### config.mk
export PLATFORM = sky130hd
export DESIGN_NAME = decoder_rr_arbiter
export DESIGN_NICKNAME = d
export VERILOG_FILES = /design/src/rtl/decoder_arb_pkg.sv /design/src/rtl/onehot_dec3to8.sv /design/src/rtl/decoder_rr_arbiter.sv
export SDC_FILE = /design/constraint.sdc
export NUM_CORES = 1
export LEC_CHECK = 0
export ABC_CLOCK_PERIOD_IN_PS = 5850
export CAP_MARGIN = 20
export CORE_ASPECT_RATIO = 1.1
export CORE_MARGIN = 5
export CORE_UTILIZATION = 51
export CTS_CLUSTER_DIAMETER = 100
export DETAILED_ROUTE_END_ITERATION = 8
export PLACE_DENSITY = 0.75
export SYNTH_ARGS = -nofsm -noshare
export SYNTH_HDL_FRONTEND = slang
export SYNTH_HIERARCHICAL = 1
export SYNTH_SLANG_ARGS = --single-unit
### constraint.sdc
create_clock -name clk -period 5.85 [get_ports clk]
set_input_delay 0.585 -clock clk [delete_from_list [all_inputs] [get_ports clk]]
set_output_delay 0.585 -clock clk [all_outputs]
set_load 0.1 [all_outputs]
### src/rtl/decoder_arb_pkg.sv
// Shared types and the rotating-priority pick function for the round-robin
// arbiter that drives a one-hot decoded select.
package decoder_arb_pkg;

  localparam int N_REQ = 8;
  localparam int IDX_W = 3;

  typedef enum logic [1:0] {
    IDLE  = 2'd0,
    GRANT = 2'd1,
    GAP   = 2'd2
  } arb_state_t;

  typedef struct packed {
    logic             found;
    logic [IDX_W-1:0] idx;
  } pick_t;

  // First set request scanning from ptr upward, indices wrapping mod N_REQ.
  function automatic pick_t rr_pick(input logic [N_REQ-1:0] req,
                                    input logic [IDX_W-1:0] ptr);
    pick_t            res;
    logic [IDX_W-1:0] cand;
    res.found = 1'b0;
    res.idx   = {IDX_W{1'b0}};
    for (int i = 0; i < N_REQ; i++) begin
      cand = ptr + IDX_W'(i);
      if (!res.found && req[cand]) begin
        res.found = 1'b1;
        res.idx   = cand;
      end
    end
    return res;
  endfunction

endpackage

### src/rtl/onehot_dec3to8.sv
// 3-to-8 one-hot decoder with enable; output is all zeros when disabled.
module onehot_dec3to8 (
  input  logic [2:0] din,
  input  logic       en,
  output logic [7:0] dout
);

  assign dout = en ? (8'h01 << din) : 8'h00;

endmodule

### src/rtl/decoder_rr_arbiter.sv
// Round-robin arbiter for 8 requesters: registered grant index, one dead
// cycle between owners, and a bounded hold time with a timeout pulse.
module decoder_rr_arbiter
  import decoder_arb_pkg::*;
#(
  parameter int HOLD_MAX = 16
) (
  input  logic       clk,
  input  logic       rst_n,
  input  logic [7:0] req,
  input  logic       done,
  output logic [7:0] gnt,
  output logic [2:0] gnt_idx,
  output logic       gnt_valid,
  output logic       timeout
);

  localparam int HCNT_W = $clog2(HOLD_MAX + 1);

  arb_state_t       state_r, state_s;
  logic [IDX_W-1:0] ptr_r, ptr_s;
  logic [HCNT_W-1:0] hcnt_r, hcnt_s;
  logic [IDX_W-1:0] gnt_idx_r, gnt_idx_s;
  logic             gnt_valid_r, gnt_valid_s;
  logic             timeout_r, timeout_s;
  pick_t            pick_s;
  logic             hold_hit_s;
  logic             withdraw_s;

  // Next-state, pointer, hold counter and output-register inputs.
  always_comb begin
    state_s     = state_r;
    ptr_s       = ptr_r;
    hcnt_s      = hcnt_r;
    gnt_idx_s   = gnt_idx_r;
    gnt_valid_s = gnt_valid_r;
    timeout_s   = 1'b0;
    pick_s      = rr_pick(req, ptr_r);
    hold_hit_s  = (hcnt_r == HCNT_W'(HOLD_MAX - 1));
    withdraw_s  = ~req[gnt_idx_r];

    case (state_r)
      IDLE, GAP: begin
        if (pick_s.found) begin
          state_s     = GRANT;
          gnt_idx_s   = pick_s.idx;
          gnt_valid_s = 1'b1;
          hcnt_s      = {HCNT_W{1'b0}};
        end else begin
          state_s     = IDLE;
          gnt_valid_s = 1'b0;
        end
      end
      GRANT: begin
        if (done || withdraw_s || hold_hit_s) begin
          state_s     = GAP;
          gnt_valid_s = 1'b0;
          ptr_s       = gnt_idx_r + 3'd1;
          // Only a pure hold-limit release is reported as a timeout.
          timeout_s   = hold_hit_s & ~done & ~withdraw_s;
        end else begin
          hcnt_s = hcnt_r + HCNT_W'(1);
        end
      end
      default: begin
        state_s     = IDLE;
        gnt_valid_s = 1'b0;
      end
    endcase
  end

  // State and output registers with asynchronous reset.
  always_ff @(posedge clk or negedge rst_n) begin
    if (!rst_n) begin
      state_r     <= IDLE;
      ptr_r       <= {IDX_W{1'b0}};
      hcnt_r      <= {HCNT_W{1'b0}};
      gnt_idx_r   <= {IDX_W{1'b0}};
      gnt_valid_r <= 1'b0;
      timeout_r   <= 1'b0;
    end else begin
      state_r     <= state_s;
      ptr_r       <= ptr_s;
      hcnt_r      <= hcnt_s;
      gnt_idx_r   <= gnt_idx_s;
      gnt_valid_r <= gnt_valid_s;
      timeout_r   <= timeout_s;
    end
  end

  onehot_dec3to8 u_dec (
    .din  (gnt_idx_r),
    .en   (gnt_valid_r),
    .dout (gnt)
  );

  assign gnt_idx   = gnt_idx_r;
  assign gnt_valid = gnt_valid_r;
  assign timeout   = timeout_r;

endmodule

# == Yosys cells after proc, flatten, opt, wreduce, memory -nomap -nowiden ==
# Cells that the tools add are included.
# word_totals
inputBits,11
ram_bits,0
memories,0
elab_cells,95
mem_bits_ro,0
regBits,15
latchBits,0
output_inout_bits,13
# op_classes
bitwise,4
mux,38
n_shift,1
order_cmp,9
eq_ne,6
n_mul,0
div,0
add_sub_neg,9
reduce_logical,22
# op_table
operator,count
3-bit by 4-bit < comparator with 1-bit output (second input constant),9
4-bit 2-to-1 mux,8
1-bit binary-select mux with 3-bit select,9
1-bit 2-to-1 mux,14
3-bit adder (second input constant),4
5-bit 2-to-1 mux,2
5-bit case mux with 2 select lines,1
8-bit 2-to-1 mux,1
1-bit by 3-bit << shifter with 8-bit output (first input constant),1
1-bit logical AND,7
1-bit zero test,7
3-bit by 1-bit adder with 3-bit output (second input constant),2
3-bit by 2-bit adder with 3-bit output (second input constant),2
2-bit != test (second input constant),3
5-bit by 1-bit adder with 5-bit output (second input constant),1
5-bit by 4-bit == test with 1-bit output (second input constant),1
2-bit case mux with 2 select lines,1
2-bit AND reduction,2
3-bit AND reduction,1
1-bit AND,2
2-bit by 1-bit == test with 1-bit output (second input constant),1
2-bit == test (second input constant),1
2-bit zero test,1
1-bit logical OR,2
5 further kinds,6

# == Longest topological paths before layout ==
# logic_depth
word_depth,26
ltp_mapped,13
depth_no_buf,9

# == Hierarchy ==
# Netlist, hierarchy kept.
# by_module_without_submodules
mod,cells_each,seq_area_each_um2,area_per_inst_um2,instances
decoder_rr_arbiter,156,375.4,1654.1,1
onehot_dec3to8,8,0.0,95.1,1

# == Worst setup path after synthesis ==
# No wires, ideal clock.
# synth_path
path_kind,flip-flop to output port
startpoint,"register gnt_valid_r, in the netlist gnt_valid"
endpoint,output gnt[0]
t_arrival_ps,2804
required_ps,5265
slack_ps,2461
n_path_buf,0
stages_incl_launch_ff,2
cell_sequence,dfrtp_1 > nor4b_2
# synth_via
elab_chain_cells,1
# synth_rtl
item,line_no,source
"start, declared",decoder_rr_arbiter.sv:24,"logic gnt_valid_r, gnt_valid_s;"
"start signal, assigned",decoder_rr_arbiter.sv:86,gnt_valid_r <= gnt_valid_s;
8-bit 2-to-1 mux,onehot_dec3to8.sv:8,assign dout = en ? (8'h01 << din) : 8'h00;
"end, declared",decoder_rr_arbiter.sv:12,"output logic [7:0] gnt,"
# No other way between the ends.

# == Worst setup path after layout ==
# layout_path
startpoint,register ptr_r[0]
endpoint,"register gnt_idx_r[0], in the netlist gnt_idx[0]"
# layout_via
elab_chain_cells,25
elab_cells_between_ends,46
cone_classes,add/sub: 7; mux: 24; reduce/logical: 15
# layout_rtl
item,line_no,source
"start, declared",decoder_rr_arbiter.sv:21,"logic [IDX_W-1:0] ptr_r, ptr_s;"
"start signal, assigned",decoder_rr_arbiter.sv:76,ptr_r <= {IDX_W{1'b0}};
"start signal, assigned",decoder_rr_arbiter.sv:83,ptr_r <= ptr_s;
branches (longest 23 deep; another with 3-bit by 1-bit adder with 3-bit output),n/a,
4-bit 2-to-1 mux *,decoder_arb_pkg.sv:28,if (!res.found && req[cand]) begin
2-bit AND reduction (no source line),n/a,
"end signal, assigned",decoder_rr_arbiter.sv:78,gnt_idx_r <= {IDX_W{1'b0}};
"end signal, assigned",decoder_rr_arbiter.sv:85,gnt_idx_r <= gnt_idx_s;
"end, declared",decoder_rr_arbiter.sv:23,"logic [IDX_W-1:0] gnt_idx_r, gnt_idx_s;"
# Mark *: on every way between the ends. The select of a mux whose other input is x is not followed.
# A chain may end at the register's enable or synchronous reset.

==> results_dict.tcl <==
set metrics [dict create \
    outcome "finished, final reports clean" \
    synth-seq-area-share_pct 21.5 \
    use_met3_pct 3.76 \
    yosys.area_share.simple_pct 19.0 \
    holdBufCountCts 0 \
    grt_pass1_vias 1419 \
    synth.area.mux_share_pct 32.0 \
    cpPeakStageDelay_ns 0.78 \
    slew_headroom_pct 34.7 \
    synth_compound_area_share_pct 16.9 \
    path_buf_inv 1 \
    synth_adder_area_share_pct 3.58 \
    io_buffers 23 \
    core_um2 3330 \
    worstPathCellList "inv_1, ha_1, mux4_2, a211oi_2, a22oi_2, nor4_4, a31o_4, a41oi_2, a22o_1" \
    min_period_ns 3.97 \
    clock_path_buffers 2 \
    crit_arrival_ns 4.15 \
    ys_seq_elements 15 \
    path_class "register to register" \
    routed_wl_um 4130 \
    setup_viol 0 \
    clock_latency_ns 0.29 \
    avgSynthCellArea_um2 10.7 \
    area_delta_synth_final_pct 15.8 \
    critPathCaptureType "register" \
    gr-usage-met1_pct 25.4 \
    yosys.area.top_type "dfrtp_1" \
    cts_buffers 3 \
    cts_tree "built" \
    grt_usage_pct 18.9 \
    ys.flop_type "dfrtp_1" \
    syn_inst 164 \
    clock_sinks 15 \
    drive_gt1_share_pct 21.7 \
    ctsHtreeMaxLevel 1 \
    cts.clk_slew.worst_paths_ns 0.09 \
    synthTopCellsByArea "dfrtp_1, mux4_2, mux2i_1, mux2_2, ha_1" \
    grt_setup_unrepaired "no" \
    layout.nets 201 \
    place_congestion 0.995 \
    syn_area_um2 1750 \
    dieWidth_um 65.8 \
    dr.pass1.iters 5 \
    worstPathRequired_ns 6.03 \
    ctsResizeCount 0 \
    diodes 0 \
    path_delay_family "compound AO/OA/AOI/OAI gates" \
    dieArea_um2 4700 \
    finalClockSkew_ns 0.000619 \
    hold_violations 0 \
    min_path_type "register to register" \
    ios 24 \
    grt-busiest-layer "met2" \
    via_per_inst 6.60 \
    grt_pass1_wl_um 7040 \
    drtIter0Drc 92 \
    synthXorXnorAreaFrac_pct 2.50 \
    synth-edff-count 0 \
    synth.top_cell.area_share_pct 21.5 \
    critPathMaxFanout 14 \
    maxCapViolCount 0 \
    overflow 0 \
    antenna_found_initial 0 \
    critPathLaunchType "register" \
    clock.fmax_mhz 252 \
    clock-root-buffer "clkbuf_4" \
    period_share_pct 67.8 \
    synth_fp_nets 180 \
    async_reset_ff_share_pct 100 \
    drc 0 \
    ant_nets 0 \
    slowest_stage "dfrtp_1" \
    vias 1531 \
    final.setup.tns_ns 0 \
    cts_setup_buffers 0 \
    synth_cell_types 55 \
    grt_max_degree 17 \
    tightestPinTransition_ns 0.977 \
    rows 22 \
    synth_top_family_by_area "multiplexers" \
    yosysWarnings 6 \
    met2_usage_pct 31.6 \
    slew_violations 0 \
    initial_core_util_pct 52.5 \
    holdWs_ns 0.514 \
    die_h_um 71.4 \
    wl_per_cell_um 17.8 \
    ys_top_cells_by_count "dfrtp_1, mux4_2, nand2_1" \
    hpwlAfterDp_um 3180 \
]
sequential cells by signal (all words and copies together) (netlist names):
register and flops:
hcnt_r 5, state_r 2, gnt_valid 1, gnt_idx 3, timeout 1, ptr_r 3
final cells by class:
class | instances | area (µm²)
Timing Repair Buffer | 23 | 230
Sequential cell | 15 | 375
Inverter | 11 | 41.3
Tap cell | 48 | 60.1
Clock buffer | 4 | 26.3
Fill cell | 291 | 1310
Multi-Input combinational cell | 131 | 1290
layer usage:
| metal | routed length [µm] | share of wire [%] |
|---|---|---|
| met1 | 1720 | 42 |
| met4 | 23 | 0.56 |
| met2 | 2090 | 51 |
| met3 | 293 | 7.1 |
| met5 | 0 | 0 |
through the flow:
step / utilization (%) / worst slack, ns / cell area (µm²) / cells
3_3_place_gp: 60.0 / 2.04 / 2000 / 228
6_report: 60.8 / 1.88 / 2030 / 232
5_1_grt: 60.8 / 1.60 / 2030 / 232
4_1_cts: 60.8 / 1.89 / 2030 / 232
3_5_place_dp: 60.0 / 1.90 / 2000 / 228
2_1_floorplan: - / 2.46 / 1750 / 164
logic make-up (layout without fill, tap and decap cells):
family / Yosys count / after routing
compound gates: 36 / 36
simple gates: 52 / 52
fa+ha+maj: 5 / 5
mux: 33 / 33
flops: 15 / 15
xor+xnor: 5 / 5
buf+inv: 18 / 38
path summary, 6_finish.rpt:
check / cells after the start / start / endpoint / slack (ns)
setup / recovery: 9 / ptr_r[0] / gnt_idx[0] / 1.88
hold / removal: 2 / hcnt_r[4] / hcnt_r[4] / 0.51
setup reg to reg: 9 / ptr_r[0] / gnt_idx[0] / 1.88
hold reg to reg: 2 / hcnt_r[4] / hcnt_r[4] / 0.51
max in group asynchronous: 1 / rst_n / gnt_idx[1] / 4.67
min in group asynchronous: 1 / rst_n / hcnt_r[1] / 0.72
worst reg2reg max path, cell delays in order, from the launching register on:
cell and delay [ns]:
dfrtp_1 0.78, inv_1 0.26, ha_1 0.72, mux4_2 0.63, a211oi_2 0.28, a22oi_2 0.17, nor4_4 0.48, a31o_4 0.26
a41oi_2 0.04, a22o_1 0.24
placed cells by master (no fill, tap or decap), types with 3 or more instances in the layout:
cell type / synthesis / layout
a21oi_1: 5 / 5
a221oi_1: 4 / 4
clkbuf_4: 0 / 3
clkdlybuf4s50_1: 0 / 23
dfrtp_1: 15 / 15
ha_1: 5 / 5
inv_1: 10 / 10
mux2_2: 6 / 6
mux2i_1: 9 / 9
mux4_2: 15 / 15
nand2_1: 14 / 14
nand2b_1: 3 / 3
nand3_1: 3 / 3
nor2_1: 10 / 10
o21ai_0: 6 / 6
xor2_1: 5 / 5
Power is not shown: default switching activity piles up to over one toggle a cycle in this logic, so the estimate is an artifact.
